`config.mk`:
```
export PLATFORM = sky130hd
export DESIGN_NAME = pwm_multi_channel_flat
export DESIGN_NICKNAME = d
export VERILOG_FILES = /design/src/rtl/pwm_multi_channel_if.sv /design/src/rtl/pwm_multi_channel.sv /design/src/flat_wrapper.sv
export SDC_FILE = /design/constraint.sdc
export NUM_CORES = 1
export LEC_CHECK = 0
export ABC_AREA = 1
export BUFFER_PORTS_ARGS = -buffer_cell sky130_fd_sc_hd__buf_2
export CAP_MARGIN = 20
export CORE_MARGIN = 2
export CORE_UTILIZATION = 51
export DETAILED_ROUTE_END_ITERATION = 8
export GPL_TIMING_DRIVEN = 1
export PLACE_DENSITY_LB_ADDON = 0.15
export SLEW_MARGIN = 20
export SYNTH_ARGS = -nofsm -noshare
export SYNTH_HDL_FRONTEND = slang
export SYNTH_SLANG_ARGS = --single-unit
```
`constraint.sdc`:
```
create_clock -name clk -period 2.5 [get_ports clk]
set_input_delay 0.25 -clock clk [delete_from_list [all_inputs] [get_ports clk]]
set_output_delay 0.25 -clock clk [all_outputs]
set_load 0.01 [all_outputs]
```
`src/rtl/pwm_multi_channel_if.sv`:
```
// pwm_multi_channel_if: runtime configuration and output bundle for pwm_multi_channel.
interface pwm_multi_channel_if #(
  parameter int CHANNELS = 4,
  parameter int WIDTH = 16,
  parameter int DIV_WIDTH = 8
);
  logic enable;
  logic [WIDTH-1:0] top;
  logic [DIV_WIDTH-1:0] prescale;
  logic centerAligned;
  logic [CHANNELS*WIDTH-1:0] compareValues;
  logic update;
  logic [CHANNELS-1:0] channelEnable;
  logic [CHANNELS-1:0] invert;
  logic [CHANNELS-1:0] pwm;
  logic periodEnd;
  logic [WIDTH-1:0] counterValue;
  modport master (
    output enable, top, prescale, centerAligned, compareValues, update, channelEnable, invert,
    input pwm, periodEnd, counterValue
  );
  modport slave (
    input enable, top, prescale, centerAligned, compareValues, update, channelEnable, invert,
    output pwm, periodEnd, counterValue
  );
endinterface

```
`src/rtl/pwm_multi_channel.sv`:
```
// pwm_multi_channel: shared prescaler and period counter driving CHANNELS compare outputs,
// with top/mode/compares double-buffered and swapped in at period boundaries.
module pwm_multi_channel #(
  parameter int CHANNELS = 4,
  parameter int WIDTH = 16,
  parameter int DIV_WIDTH = 8
) (
  input logic clk,
  input logic rst,
  pwm_multi_channel_if.slave bus
);
  localparam logic [WIDTH-1:0] ONE = WIDTH'(1);
  localparam logic [DIV_WIDTH-1:0] PONE = DIV_WIDTH'(1);
  logic [DIV_WIDTH-1:0] pcnt;
  logic [WIDTH-1:0] cnt, nxt, top_a, top_s;
  logic [CHANNELS*WIDTH-1:0] cmp_a, cmp_s;
  logic [CHANNELS-1:0] pwm_q, pwm_d;
  logic down, run, ca_a, ca_s, pend, pe, tick, going_down, boundary, load;
  // The first tick after reset or re-enable reloads 0 so it is reported as a period start.
  always_comb begin
    tick = bus.enable && pcnt >= bus.prescale;
    going_down = down || cnt >= top_a;
    nxt = !run ? '0 :
          ca_a ? (going_down ? (cnt == '0 ? '0 : cnt - ONE) : cnt + ONE) :
          (cnt >= top_a ? '0 : cnt + ONE);
    boundary = tick && nxt == '0;
    load = boundary || !bus.enable;
    pwm_d = bus.invert;
    for (int i = 0; i < CHANNELS; i++)
      if (bus.enable && bus.channelEnable[i]) pwm_d[i] = (cnt < cmp_a[i*WIDTH +: WIDTH]) ^ bus.invert[i];
  end
  always_ff @(posedge clk or negedge rst) begin
    if (!rst) begin
      pcnt <= '0;
      cnt <= '0;
      down <= 1'b0;
      run <= 1'b0;
      pe <= 1'b0;
      pwm_q <= '0;
      pend <= 1'b0;
      top_a <= '1;
      top_s <= '1;
      ca_a <= 1'b0;
      ca_s <= 1'b0;
      cmp_a <= '0;
      cmp_s <= '0;
    end else begin
      pcnt <= (tick || !bus.enable) ? '0 : pcnt + PONE;
      if (!bus.enable) begin
        cnt <= '0;
        down <= 1'b0;
        run <= 1'b0;
      end else if (tick) begin
        cnt <= nxt;
        down <= ca_a && going_down && nxt != '0;
        run <= 1'b1;
      end
      pe <= boundary;
      pwm_q <= pwm_d;
      if (bus.update) begin
        top_s <= bus.top;
        ca_s <= bus.centerAligned;
        cmp_s <= bus.compareValues;
      end
      // An update landing on the load cycle bypasses staging and takes effect at once.
      if (load) begin
        top_a <= bus.update ? bus.top : pend ? top_s : top_a;
        ca_a <= bus.update ? bus.centerAligned : pend ? ca_s : ca_a;
        cmp_a <= bus.update ? bus.compareValues : pend ? cmp_s : cmp_a;
      end
      pend <= bus.update ? !load : pend && !load;
    end
  end
  assign bus.pwm = pwm_q;
  assign bus.periodEnd = pe;
  assign bus.counterValue = cnt;
endmodule

```
`src/flat_wrapper.sv`:
```
// flat-port wrapper written by rule: the top's interface ports become plain ports
module pwm_multi_channel_flat 
#(
  parameter int CHANNELS = 4,
  parameter int WIDTH = 16,
  parameter int DIV_WIDTH = 8
)
  (clk, rst, bus_enable, bus_top, bus_prescale, bus_centerAligned, bus_compareValues, bus_update, bus_channelEnable, bus_invert, bus_pwm, bus_periodEnd, bus_counterValue);
  pwm_multi_channel_if #(.CHANNELS(CHANNELS), .WIDTH(WIDTH), .DIV_WIDTH(DIV_WIDTH)) bus_i ();
  input logic clk;
  input logic rst;
  input wire logic [$bits(bus_i.enable)-1:0] bus_enable;
  input wire logic [$bits(bus_i.top)-1:0] bus_top;
  input wire logic [$bits(bus_i.prescale)-1:0] bus_prescale;
  input wire logic [$bits(bus_i.centerAligned)-1:0] bus_centerAligned;
  input wire logic [$bits(bus_i.compareValues)-1:0] bus_compareValues;
  input wire logic [$bits(bus_i.update)-1:0] bus_update;
  input wire logic [$bits(bus_i.channelEnable)-1:0] bus_channelEnable;
  input wire logic [$bits(bus_i.invert)-1:0] bus_invert;
  output wire logic [$bits(bus_i.pwm)-1:0] bus_pwm;
  output wire logic [$bits(bus_i.periodEnd)-1:0] bus_periodEnd;
  output wire logic [$bits(bus_i.counterValue)-1:0] bus_counterValue;
  assign bus_i.enable = bus_enable;
  assign bus_i.top = bus_top;
  assign bus_i.prescale = bus_prescale;
  assign bus_i.centerAligned = bus_centerAligned;
  assign bus_i.compareValues = bus_compareValues;
  assign bus_i.update = bus_update;
  assign bus_i.channelEnable = bus_channelEnable;
  assign bus_i.invert = bus_invert;
  assign bus_pwm = bus_i.pwm;
  assign bus_periodEnd = bus_i.periodEnd;
  assign bus_counterValue = bus_i.counterValue;
  pwm_multi_channel #(.CHANNELS(CHANNELS), .WIDTH(WIDTH), .DIV_WIDTH(DIV_WIDTH)) u_core (.clk(clk), .rst(rst), .bus(bus_i));
endmodule
```
After elaboration in Yosys (flattened, before gate mapping)
Index checks and enable logic that the tools add are counted.
{"block": "totals", "reg_bits": 194, "out_inout_bits": 21}
{"block": "classes", "add_sub_neg": 3, "magnitude_cmp": 6, "eq_ne": 1, "n_mux": 23, "bitwise": 4, "reduce_logical": 19}
{"op": "$mux W16", "count": 9}
{"op": "$mux W64", "count": 2}
{"op": "$lt A16 B16 Y1", "count": 4}
{"op": "$logic_not A16 Y1", "count": 2}
{"op": "$add A16 B1 Y16 const B", "count": 1}
{"op": "$ge A16 B16 Y1", "count": 1}
{"op": "$reduce_bool A16 Y1", "count": 1}
{"op": "$sub A16 B1 Y16 const B", "count": 1}
{"op": "$mux W1", "count": 11}
{"op": "$logic_and A1 B1 Y1", "count": 9}
{"op": "$add A8 B1 Y8 const B", "count": 1}
{"op": "$ge A8 B8 Y1", "count": 1}
{"op": "$mux W8", "count": 1}
{"op": "$xor A1 B1 Y1", "count": 4}
{"op": "$logic_or A1 B1 Y1", "count": 3}
{"op": "$logic_not A1 Y1", "count": 2}
{"op": "$ne A2 B1 Y1 const B", "count": 1}
{"op": "$reduce_and A2 Y1", "count": 1}
{"op": "$reduce_bool A2 Y1", "count": 1}

Depth between registers and ports, before layout
{"block": "logic_depth", "ltp_word": 11, "ltp_mapped": 25, "ltp_nobuf": 24}

Worst setup path before layout
OpenSTA, ideal clock, no wires.
{"block": "synth_path", "path_type": "reg-to-reg", "start": "reg u_core.cnt[0] (netlist: u_core.bus.counterValue[0])", "end": "reg u_core.ca_a", "setup_ns": 0.117, "arrival_ns": 2.618, "required_ns": 2.383, "setup_slack_ns": -0.236, "stages_incl_launch_ff": 23, "path_buffers": 2, "synth_period_minus_slack_ns": 2.736, "path_cell_list": "dfrtp_1 > clkinv_1 > ha_1 > nand4_1 > nor2_1 > nor2_1 > nand2_1 > nand2_2 > nand3_4 > nand2_4 > buf_6 > nand2_1 > nand3_1 > nand2_1 > nor2_1 > nand2_1 > nor2_2 > nand2_2 > nand2_4 > nand2_2 > buf_2 > nand2_1 > nand2_1"}
{"block": "synth_between", "elab_chain_len": 9}
{"item": "from (decl)", "line_no": "pwm_multi_channel.sv:15", "rtl": "logic [WIDTH-1:0] cnt, nxt, top_a, top_s;"}
{"item": "from (signal assigned)", "line_no": "pwm_multi_channel.sv:54", "rtl": "cnt <= nxt;"}
{"item": "$sub A16 B1 Y16 (tied with other cells)", "line_no": "pwm_multi_channel.sv:24", "rtl": "ca_a ? (going_down ? (cnt == '0 ? '0 : cnt - ONE) : cnt + ONE) :"}
{"item": "$mux W16 or $logic_or A1 B1 Y1 (tied branches)", "line_no": "pwm_multi_channel.sv:24, pwm_multi_channel.sv:22"}
{"item": "$mux W16", "line_no": "pwm_multi_channel.sv:24"}
{"item": "$mux W16 *", "line_no": "pwm_multi_channel.sv:24"}
{"item": "$mux W16 *", "line_no": "pwm_multi_channel.sv:23", "rtl": "nxt = !run ? '0 :"}
{"item": "$logic_not A16 Y1 *", "line_no": "pwm_multi_channel.sv:26", "rtl": "boundary = tick && nxt == '0;"}
{"item": "$logic_and A1 B1 Y1 *", "line_no": "pwm_multi_channel.sv:26"}
{"item": "$logic_or A1 B1 Y1 *", "line_no": "pwm_multi_channel.sv:27", "rtl": "load = boundary || !bus.enable;"}
{"item": "$reduce_and A2 Y1 (no line) *"}
{"item": "to (signal assigned)", "line_no": "pwm_multi_channel.sv:68", "rtl": "ca_a <= bus.update ? bus.centerAligned : pend ? ca_s : ca_a;"}
{"item": "to (decl)", "line_no": "pwm_multi_channel.sv:18", "rtl": "logic down, run, ca_a, ca_s, pend, pe, tick, going_down, boundary, load;"}
Every way passes the cells marked *; elsewhere a longest branch is shown, timed or not.
A chain may end at the register's enable or synchronous reset.

Worst setup path after layout
{"block": "layout_path", "start": "reg u_core.top_a[7]", "end": "reg u_core.cmp_a[46]"}
{"block": "layout_between", "elab_chain_len": 9}
{"item": "from (decl)", "line_no": "pwm_multi_channel.sv:15"}
{"item": "from (signal assigned)", "line_no": "pwm_multi_channel.sv:67", "rtl": "top_a <= bus.update ? bus.top : pend ? top_s : top_a;"}
{"item": "$ge A16 B16 Y1 *", "line_no": "pwm_multi_channel.sv:22, pwm_multi_channel.sv:25"}
{"item": "$logic_or A1 B1 Y1", "line_no": "pwm_multi_channel.sv:22", "rtl": "going_down = down || cnt >= top_a;"}
{"item": "$mux W16", "line_no": "pwm_multi_channel.sv:24"}
{"item": "$mux W16 *", "line_no": "pwm_multi_channel.sv:24"}
{"item": "$mux W16 *", "line_no": "pwm_multi_channel.sv:23"}
{"item": "$logic_not A16 Y1 *", "line_no": "pwm_multi_channel.sv:26"}
{"item": "$logic_and A1 B1 Y1 *", "line_no": "pwm_multi_channel.sv:26"}
{"item": "$logic_or A1 B1 Y1 *", "line_no": "pwm_multi_channel.sv:27"}
{"item": "$reduce_and A2 Y1 (no line) *"}
{"item": "to (signal assigned)", "line_no": "pwm_multi_channel.sv:69", "rtl": "cmp_a <= bus.update ? bus.compareValues : pend ? cmp_s : cmp_a;"}
{"item": "to (decl)", "line_no": "pwm_multi_channel.sv:16", "rtl": "logic [CHANNELS*WIDTH-1:0] cmp_a, cmp_s;"}
Marks and branches as above.

==> flow_summary_export.csv <==
group,metric,value,unit
run_status,status,"complete, but fails checks",
run_status,violations,"negative setup slack",
detailed_routing,routed-via-count,10100,
clock_tree,root_buffer,"clkbuf_16",
synthesis,synth_area_per_cell,8.02,sq um
global_routing,grt_overflow,0,
global_routing,grt_max_degree,83,
synthesis,syn-cell-area,0.0111,sq mm
synthesis,synth.area.mux_share,0,
sta,fmax,320,MHz
clock_tree,cts_buffer_depth,2,
synthesis,synth-main-ff-cell,"dfrtp_1",
detailed_routing,final_antenna_net_count,0,
synthesis,synth_edf_count,0,
sta,post-route-period-util,1.25,
flow_run,cap_violations,0,
sta,fin_crit,3.13,ns
placement,port_buffers,121,
final_layout,final_cell_mix,"473 x nand2_1, 155 x dfrtp_1, 138 x inv_1",
clock_tree,htree_levels,4,
setup_path,worstRegToRegCells,25,
final_layout,final_common_cell,"nand2_1",
synthesis,synthAdderAreaFrac,0.0996,
sta,fin_ws,-0.630,ns
final_layout,insertedDiodeCount,0,
setup_path,cpMostUsedCell,"nand2_1",
synthesis,synth-simple-area-share,0.309,
setup_path,critPathArrivalTime,3.47,ns
sta,tightest_slew,0.897,ns
final_layout,drive_above_1_share,0.333,
synthesis,synth_cells,1379,
setup_path,critPathMaxFanout,11,
power,max-vdd-ir-drop,0.000467,V
detailed_routing,wl_per_cell,17.5,um
clock_tree,clk_pin_slew,0.08,ns
final_layout,fin_area,0.0147,sq mm
final_layout,layout.cells.non_filler,1910,
clock_tree,cts_tree,"yes",
global_routing,grt_pass1_vias,9501,
final_layout,nets,1811,
synthesis,synth.distinct_cells,46,
detailed_routing,drtIter0Drc,623,
setup_path,crit_type,"reg2reg",
floorplanning,io_pins,122,
clock_tree,clkLatencyLatePin,0.45,ns
sta,skew,0.0140,ns
floorplanning,fp.dieH,151,um
setup_path,critical-path-max-stage-delay,0.54,ns
setup_path,startpoint_type,"register",
power,power.density,550,mW/mm^2
synthesis,ys_ff_latch,194,
sta,setup_viol,87,
sta,hold_viol,0,
detailed_routing,drtPass1Iterations,5,
global_routing,grt_pass1_wl,49300,um
floorplanning,start_util,0.523,
placement,dp_slack,-0.825,ns
global_routing,antenna_found_initial,0,
setup_path,critPathSlowestCell,"dfstp_2",
sta,rsz0062_at_grt,"true",
synthesis,synth_nets,1568,
synthesis,synth_top_family_by_area,"simple AND/OR/NAND/NOR gates",
placement,gp_congestion,0.894,
setup_path,reg2reg_slack,-0.63,ns
detailed_routing,drc_errors,0,
setup_path,critPathRequiredTime,2.84,ns
clock_tree,cts_made_buffers,17,
power,leakage,7.84,nW
placement,dp_cells,1821,
min_path,min_path_cells,2,
sta,maxSlewHeadroom,0.402,
sta,maxSlewViolCount,0,
synthesis,ys_async_sr_fraction,1.00,
synthesis,synth_xor_xnor_area_share,0.0135,
global_routing,track_usage,0.280,
min_path,hold_start,"bus_invert[2]",
setup_path,r2r_start,"u_core.top_a[7]",
floorplanning,num_rows,53,
placement,dpl_cell_area,0.0126,sq mm
floorplanning,core_area,0.0212,sq mm
setup_path,cp-end-kind,"register",
placement,hpwlAfterDp,21100,um
detailed_routing,via_per_inst,5.31,
synthesis,synth-compound-area-share,0.0523,
power,power,8.10,mW
min_path,hp-class,"in2reg",
floorplanning,die-area,0.0229,sq mm
synthesis,ys_seq_area_frac,0.443,
final_layout,area_delta_synth_final,33.2,%
setup_path,startpoint,"u_core.top_a[7]",
clock_tree,clock-sinks,194,
floorplanning,die_w,151,um
detailed_routing,routed_wl,33400,um
synthesis,yosys_warnings,0,
sta,tns,-48.10,ns
-- worst max-delay path: cells and delay by family, from the launching register on --
kind	cells	cell delay, ns
buffers and inverters	4	0.48
flip-flops	1	0.54
AND/OR/NAND/NOR	20	1.71
adder cells (fa/ha/maj)	1	0.28
-- per-layer routing --
| metal | global-route usage | vias up | routed length [um] |
|---|---|---|---|
| li1 | - | 4908 | - |
| met1 | 0.396 | 4849 | 14900 |
| met2 | 0.450 | 312 | 15900 |
| met3 | 0.0389 | 71 | 1690 |
| met4 | 0.0790 | 0 | 912 |
| met5 | 0 | - | 0 |
-- kinds of logic after synthesis --
group	after synthesis
fa+ha+maj	88
xor+xnor	17
buf+inv	205
compound gates	98
flops	194
simple gates	777
-- what timing repair did --
action | 4_1_cts | 5_1_grt
hold endpoints to repair | 57 | 0
setup buffers | 30 | 10
cloned | 5 | 15
resized for setup | 97 | 82
hold buffers | 1 | 0
endpoints found under the setup margin | 98 | 91
pin swaps | 14 | 38
-- synthesized netlist by cell type, types with 7 or more instances --
| cell | n | area, sq um |
|---|---|---|
| nor2_2 | 7 | 43.8 |
| nand2_1 | 543 | 2040 |
| nand3_2 | 34 | 340 |
| a21oi_1 | 43 | 215 |
| buf_6 | 7 | 78.8 |
| inv_1 | 145 | 544 |
| nand4_1 | 10 | 62.6 |
| nor3_1 | 12 | 60.1 |
| xor2_1 | 13 | 114 |
| buf_2 | 17 | 85.1 |
| nand3_1 | 103 | 515 |
| ha_1 | 88 | 1100 |
| o22ai_1 | 16 | 100 |
| dfstp_2 | 32 | 841 |
| o21ai_0 | 14 | 70.1 |
| nor2_1 | 50 | 188 |
| clkbuf_1 | 26 | 97.6 |
| dfrtp_1 | 162 | 4050 |
-- sequential cells by signal (all words and copies together), names as in the netlist, 4 cells and up --
signal / flops
u_core.cmp_a: 64
u_core.cmp_s: 64
u_core.bus.counterValue: 16
u_core.top_a: 16
u_core.top_s: 16
u_core.pcnt: 8
u_core.bus.pwm: 4
-- where the power goes --
group          switching (mW)  total, mW  internal [mW]
sequential              0.178       3.69           3.51
combinational           0.901       1.50          0.603
clock                    1.34       2.91           1.57
total                    2.42       8.10           5.68
-- path summary, 6_finish.rpt --
kind	to
setup / recovery	u_core.cmp_a[46]
hold / removal	u_core.bus.pwm[2]
setup reg to reg	u_core.cmp_a[46]
hold reg to reg	u_core.top_a[11]
max in group asynchronous	u_core.top_a[3]
min in group asynchronous	u_core.cmp_s[1]
-- metrics by stage --
step	hold WS, ns	utilization
after floorplan	-0.0456	-
after detailed placement	0.296	0.596
final	0.00298	0.696
after global routing	0.00655	0.696
after global placement	0.289	0.596
after CTS	0.00161	0.660
-- final cells by class --
| cell class | instances | area [sq um] |
|---|---|---|
| fill | 1718 | 6430 |
| multi-input combinational | 982 | 6000 |
| sequential | 194 | 4900 |
| timing repair buffer | 279 | 2300 |
| inverter | 148 | 557 |
| clock buffer | 19 | 453 |
| tap | 275 | 344 |
| clock inverter | 13 | 169 |
(Power assumes the default switching activity.)
